==> src/rtl/rx_slot_ctrl_pkg.sv <==
// Shared definitions for the RX slot-ring controller: arm FSM encoding and slot geometry.
package rx_slot_ctrl_pkg;

    localparam int SLOT_ADDR_BITS = 11;
    localparam int SLOT_BYTES     = 1 << SLOT_ADDR_BITS;

    typedef enum logic [1:0] {
        ARM_DISABLED = 2'd0,
        ARM_ARMED    = 2'd1,
        ARM_HOLD     = 2'd2,
        ARM_FULL     = 2'd3
    } arm_state_t;

endpackage

==> src/rtl/rx_irq_coalesce.sv <==
// Coalesced RX interrupt: fires on a pending-count threshold or when a partial batch ages out.
module rx_irq_coalesce #(
    parameter int SLOT_BITS = 2,
    parameter int TIMER_W   = 16
) (
    input  logic                 pci_clk,
    input  logic                 sys_rst_n,
    input  logic [SLOT_BITS:0]   pending,
    input  logic [SLOT_BITS:0]   irq_threshold,
    input  logic [TIMER_W-1:0]   irq_timeout,
    input  logic                 irq_ack,
    output logic                 irq
);

    localparam logic [SLOT_BITS:0] THR_MIN  = 1;
    localparam logic [TIMER_W-1:0] TMR_STEP = 1;

    logic [TIMER_W-1:0] timer;
    logic [SLOT_BITS:0] thr_eff;
    logic               set_cond;

    // A threshold of zero would fire with an empty ring, so it is treated as one.
    assign thr_eff  = (irq_threshold == '0) ? THR_MIN : irq_threshold;
    assign set_cond = (pending >= thr_eff) ||
                      ((pending != '0) && (irq_timeout != '0) && (timer == irq_timeout));

    always_ff @(posedge pci_clk or negedge sys_rst_n) begin
        if (!sys_rst_n) begin
            irq   <= 1'b0;
            timer <= '0;
        end else begin
            if (irq_ack) begin
                irq <= 1'b0;
            end else if (set_cond) begin
                irq <= 1'b1;
            end

            if ((pending == '0) || irq_ack) begin
                timer <= '0;
            end else if (!irq && (timer != '1)) begin
                timer <= timer + TMR_STEP;
            end
        end
    end

endmodule

==> src/rtl/rx_slot_ctrl.sv <==
// RX frame-buffer slot ring: write/read slot indices, receiver arm FSM and interrupt coalescing.
//
// state    | meaning
// DISABLED | host has reception off; receiver is never armed
// ARMED    | current write slot is free, rx_empty high
// HOLD     | a frame just landed; rx_empty held low while hold_cnt drains
// FULL     | every slot holds a frame; waiting for the host to release one
module rx_slot_ctrl
    import rx_slot_ctrl_pkg::*;
#(
    parameter int SLOT_BITS = 2,
    parameter int HOLD_CYC  = 8,
    parameter int TIMER_W   = 16
) (
    input  logic                 pci_clk,
    input  logic                 sys_rst_n,
    input  logic                 rx_enable,
    input  logic                 rx_complete,
    output logic                 rx_empty,
    output logic [SLOT_BITS-1:0] rx_slot_sel,
    output logic [SLOT_BITS-1:0] host_slot_sel,
    input  logic                 host_release,
    output logic [SLOT_BITS:0]   pending,
    input  logic [SLOT_BITS:0]   irq_threshold,
    input  logic [TIMER_W-1:0]   irq_timeout,
    input  logic                 irq_ack,
    output logic                 irq,
    output logic [31:0]          frame_count,
    output logic                 overflow_err,
    output logic                 release_err
);

    localparam int                   HOLD_W    = (HOLD_CYC > 1) ? $clog2(HOLD_CYC) : 1;
    localparam logic [HOLD_W-1:0]    HOLD_LOAD = HOLD_W'(HOLD_CYC - 1);
    localparam logic [HOLD_W-1:0]    HOLD_STEP = 1;
    localparam logic [SLOT_BITS:0]   FULL_CNT  = (SLOT_BITS + 1)'(1 << SLOT_BITS);
    localparam logic [SLOT_BITS:0]   PEND_STEP = 1;
    localparam logic [SLOT_BITS-1:0] IDX_STEP  = 1;

    arm_state_t          state;
    logic [HOLD_W-1:0]   hold_cnt;
    logic                acc_rx;
    logic                acc_rel;
    logic [SLOT_BITS:0]  pending_nxt;
    logic                full_nxt;

    // Both pulses are judged on the pre-cycle count, so a full ring rejects a frame
    // even when the host frees a slot in the same cycle.
    assign acc_rx   = rx_complete && (pending != FULL_CNT);
    assign acc_rel  = host_release && (pending != '0);
    assign full_nxt = (pending_nxt == FULL_CNT);

    always_comb begin
        pending_nxt = pending;
        if (acc_rx && !acc_rel) begin
            pending_nxt = pending + PEND_STEP;
        end else if (!acc_rx && acc_rel) begin
            pending_nxt = pending - PEND_STEP;
        end
    end

    always_ff @(posedge pci_clk or negedge sys_rst_n) begin
        if (!sys_rst_n) begin
            rx_slot_sel   <= '0;
            host_slot_sel <= '0;
            pending       <= '0;
            frame_count   <= '0;
            overflow_err  <= 1'b0;
            release_err   <= 1'b0;
        end else begin
            pending <= pending_nxt;
            if (acc_rx) begin
                rx_slot_sel <= rx_slot_sel + IDX_STEP;
                frame_count <= frame_count + 32'd1;
            end
            if (acc_rel) begin
                host_slot_sel <= host_slot_sel + IDX_STEP;
            end
            if (rx_complete && !acc_rx) begin
                overflow_err <= 1'b1;
            end
            if (host_release && !acc_rel) begin
                release_err <= 1'b1;
            end
        end
    end

    // rx_empty only rises on entry from HOLD or FULL; out of DISABLED it waits one
    // extra cycle so the receiver sees a settled enable before arming.
    always_ff @(posedge pci_clk or negedge sys_rst_n) begin
        if (!sys_rst_n) begin
            state    <= ARM_DISABLED;
            hold_cnt <= '0;
            rx_empty <= 1'b0;
        end else begin
            rx_empty <= 1'b0;
            case (state)
                ARM_DISABLED: begin
                    if (rx_enable) begin
                        state <= full_nxt ? ARM_FULL : ARM_ARMED;
                    end
                end
                ARM_ARMED: begin
                    if (acc_rx) begin
                        state    <= ARM_HOLD;
                        hold_cnt <= HOLD_LOAD;
                    end else if (!rx_enable) begin
                        state <= ARM_DISABLED;
                    end else begin
                        rx_empty <= 1'b1;
                    end
                end
                ARM_HOLD: begin
                    if (acc_rx) begin
                        hold_cnt <= HOLD_LOAD;
                    end else if (hold_cnt != '0) begin
                        hold_cnt <= hold_cnt - HOLD_STEP;
                    end else if (!rx_enable) begin
                        state <= ARM_DISABLED;
                    end else if (full_nxt) begin
                        state <= ARM_FULL;
                    end else begin
                        state    <= ARM_ARMED;
                        rx_empty <= 1'b1;
                    end
                end
                ARM_FULL: begin
                    if (!rx_enable) begin
                        state <= ARM_DISABLED;
                    end else if (!full_nxt) begin
                        state    <= ARM_ARMED;
                        rx_empty <= 1'b1;
                    end
                end
                default: state <= ARM_DISABLED;
            endcase
        end
    end

    rx_irq_coalesce #(
        .SLOT_BITS (SLOT_BITS),
        .TIMER_W   (TIMER_W)
    ) u_irq (
        .pci_clk       (pci_clk),
        .sys_rst_n     (sys_rst_n),
        .pending       (pending),
        .irq_threshold (irq_threshold),
        .irq_timeout   (irq_timeout),
        .irq_ack       (irq_ack),
        .irq           (irq)
    );

endmodule

==> config.mk <==
export PLATFORM = sky130hd
export DESIGN_NAME = rx_slot_ctrl
export DESIGN_NICKNAME = d
export VERILOG_FILES = /design/src/rtl/rx_slot_ctrl_pkg.sv /design/src/rtl/rx_irq_coalesce.sv /design/src/rtl/rx_slot_ctrl.sv
export SDC_FILE = /design/constraint.sdc
export NUM_CORES = 1
export LEC_CHECK = 0
export CAP_MARGIN = 20
export CORE_UTILIZATION = 56
export DETAILED_ROUTE_END_ITERATION = 16
export GPL_TIMING_DRIVEN = 1
export HOLD_SLACK_MARGIN = 0.02
export PLACE_DENSITY = 0.95
export SYNTH_ARGS = -nofsm -noshare
export SYNTH_HDL_FRONTEND = slang
export SYNTH_SLANG_ARGS = --single-unit
==> constraint.sdc <==
create_clock -name pci_clk -period 4.2 [get_ports pci_clk]
set_input_delay 0.42 -clock pci_clk [delete_from_list [all_inputs] [get_ports pci_clk]]
set_output_delay 0.42 -clock pci_clk [all_outputs]
set_load 0.02 [all_outputs]
==> run metrics <==
clk sink count=64; largest family of logic cells by synthesized area=simple AND/OR/NAND/NOR gates; WL final=8030 um; Final Cell Area=0.00442 mm2; WL/cell=16.3 um; Synth Cell Area=0.00349 mm2; initial core utilization=58.7%; GRT Overall Usage=between 20% and 30%; share of layout cells above drive strength 1=8.65%; top_reg_cell synth=dfrtp_1; DR vias=2836; worst hold slack=29.1 ps; CP startpoint=pending[1]; Ports=68; antenna cells=0; initial antenna violation count=0; Reg2Reg Setup Slack=1580 ps; Die W=81.0 um; DRC=0; TritonRoute pass-1 iters=4; final setup TNS=0 ps; met2 GRT Util=44.5%; Die H=81.0 um; skew final=10.8 ps; RR Startpoint=pending[1]; final hold vios=0; Max Freq=381 MHz; status=finished, final reports clean; Post-synth EDFFs=0; Max stage delay on crit path=530 ps; Hold Path Class=primary input to async pin; Seq/Total Area, Yosys=45.8%; GR Layer Usage met3=under 10%; M1 GR Usage=33.0%; Synth Area in Compound Gates=8.81%; crit path cell chain=inv_1, ha_1, a21boi_2, nand4_2, nor3_1, nand4_1, xnor2_1; nets@finish=446; first-pass GRT wire length=13500 um; CP endpoint=frame_count[16]; multiplexer share of the synthesized area=1.43%; Post-CTS Setup Inserts=0; Post-synth ARST share=100%; FF-to-FF path depth=7; setup violators final=0; Critical R2R Capture=frame_count[16]; CTS tree=yes; Synth Area in XOR/XNOR=~16%; min Tclk post-route=between 2000 and 3000 ps; Crit. End Element=flip-flop; post-route ant nets=0; worst ir drop on vdd=338 uV; H-tree lvl count=3; Core Rows=28; worst setup margin=1580 ps; total gr overflow=0; CTS Hold Bufs=0; Post-DP HPWL=roughly 5700 um; largest net degree at the start of global routing=45; adder-cell share of the synthesized area=3.58%; startpoint types=flip-flop; Area growth syn-to-layout=26.6%; CTS Buffer Depth=2; Max Slew Vio Count=0; #FFs+latches synth=64; die area=0.00656 mm2; Lkg Pwr=around 2.0 nW; post_cts resized=0; RSZ-0062 raised after global routing=no; TritonCTS Buffers=9; clk_lat worst skew=about 350 ps; Initial DRC Count=163; CP max FO=12; core footprint=0.00596 mm2; Avg Cell Area, Syn=10.3 um2; Synth warnings=0; actual slew at the worst max-slew pin=806 ps; vias per inst=5.78; cell area power density=474 mW/mm2; most common cell after layout, fill and taps aside=clkdlybuf4s50_1; Clock Root Buffer=clkbuf_8; Max-Cap Viols=0; pre-CTS worst setup slack=between 1000 and 1500 ps; required time worst endpoint=4440 ps; Placer Congestion=between 0.8 and 0.9; net count after synthesis=about 380; Post-Synthesis Cells=340; vias in the first global route=about 2900; crit path kind=flip-flop to flip-flop; highest-count cells in the layout ignoring fill and taps=clkdlybuf4s50_1 (66), dfrtp_1 (64), xor2_1 (33); Rel. slew slack=45.9%; Post-Synth Simple-Gate Area=between 20% and 30%; Design Power=about 2.1 mW; GRT Max-Usage Layer=met2; Worst path slowest cell=a21boi_2; Yosys cell types=slightly above 50; Placed Instance Area=0.00423 mm2; clock slew seen by the registers of the worst setup and hold paths=80 ps; Port Buffers=67; final worst path period share=62.5%; CP arrival=about 2900 ps
## cells by family (layout without fill, tap and decap cells)
group                      after synthesis  in the layout
DFF                                     64             64
adders and majority gates               10             10
muxes                                    5              5
AOI/OAI and AO/OA                       45             45
xor gates and xnor gates                65             65
and+or+nand+nor                        132            132
buffers and inverters                   19             95
## power by group
part           leakage (nW)  switching, mW  internal, mW  total, mW
Sequential            0.840          0.144         0.719      0.863
Clock                0.0952          0.248         0.273      0.521
Combinational          1.05          0.378         0.333      0.711
## how the worst min path moves through the flow
stage               startpoint               to  slack (ps)  cells after the start
finish               sys_rst_n  frame_count[20]          30                      1
global route         sys_rst_n  frame_count[20]          50                      1
CTS                  sys_rst_n  frame_count[20]          20                      1
detailed placement   sys_rst_n     overflow_err         410                      1
global placement     sys_rst_n  u_irq.timer[12]         400                      1
floorplan            sys_rst_n   frame_count[0]         120                      0
## worst max-delay path: cells and delay by family (launching register included)
family | cells | cell delay [ps]
AND/OR/NAND/NOR | 3 | 920
adder cells (fa/ha/maj) | 1 | 320
XOR/XNOR | 1 | 150
AO/OA/AOI/OAI | 1 | 530
flip-flops | 1 | 480
buffers and inverters | 1 | 120
## cell usage after synthesis (4+ instances only)
library cell | count | area [um2]
a21oi_1 | 10 | 50.1
and2_1 | 6 | 37.5
and3_1 | 7 | 43.8
buf_2 | 4 | 20.0
dfrtp_1 | 64 | 1600
ha_1 | 10 | 125
inv_1 | 11 | 41.3
mux2i_1 | 5 | 50.1
nand2_1 | 30 | 113
nand2b_1 | 6 | 37.5
nand3_1 | 13 | 65.1
nand4_1 | 10 | 62.6
nor2_1 | 24 | 90.1
nor3_1 | 5 | 25.0
nor4_1 | 6 | 37.5
o211ai_1 | 6 | 45.0
o21ai_0 | 8 | 40.0
xnor2_1 | 32 | 280
xor2_1 | 33 | 289
## metal layers
| metal | vias up | share of wire [%] | wire length (um) |
|---|---|---|---|
| li1 | 1332 | - | - |
| met1 | 1375 | 41 | 3260 |
| met2 | 97 | 51 | 4110 |
| met3 | 32 | 4.5 | 365 |
| met4 | 0 | 3.6 | 290 |
| met5 | - | 0 | 0 |
## layout make-up
class                           instances  area (um2)
Timing Repair Buffer                   68         673
Sequential cell                        64        1600
Clock buffer                            9         124
Clock inverter                          7        72.6
Tap cell                               75        93.8
Inverter                               11        41.3
Fill cell                             378        1530
Multi-Input combinational cell        257        1820
## sequential cells by signal, summed over array words and instances (netlist names)
name,flops
rx_empty,1
release_err,1
host_slot_sel,2
pending,3
u_irq.irq,1
frame_count,32
state,2
hold_cnt,3
overflow_err,1
rx_slot_sel,2
u_irq.timer,16
## metrics by stage
stage / util [%] / cells
after floorplan: - / 340
final: 74.2 / 491
after detailed placement: 70.9 / 475
after CTS: 74.2 / 491
after global placement: 70.9 / 475
after global routing: 74.2 / 491
Note: power is estimated with default switching activity, not from simulation.
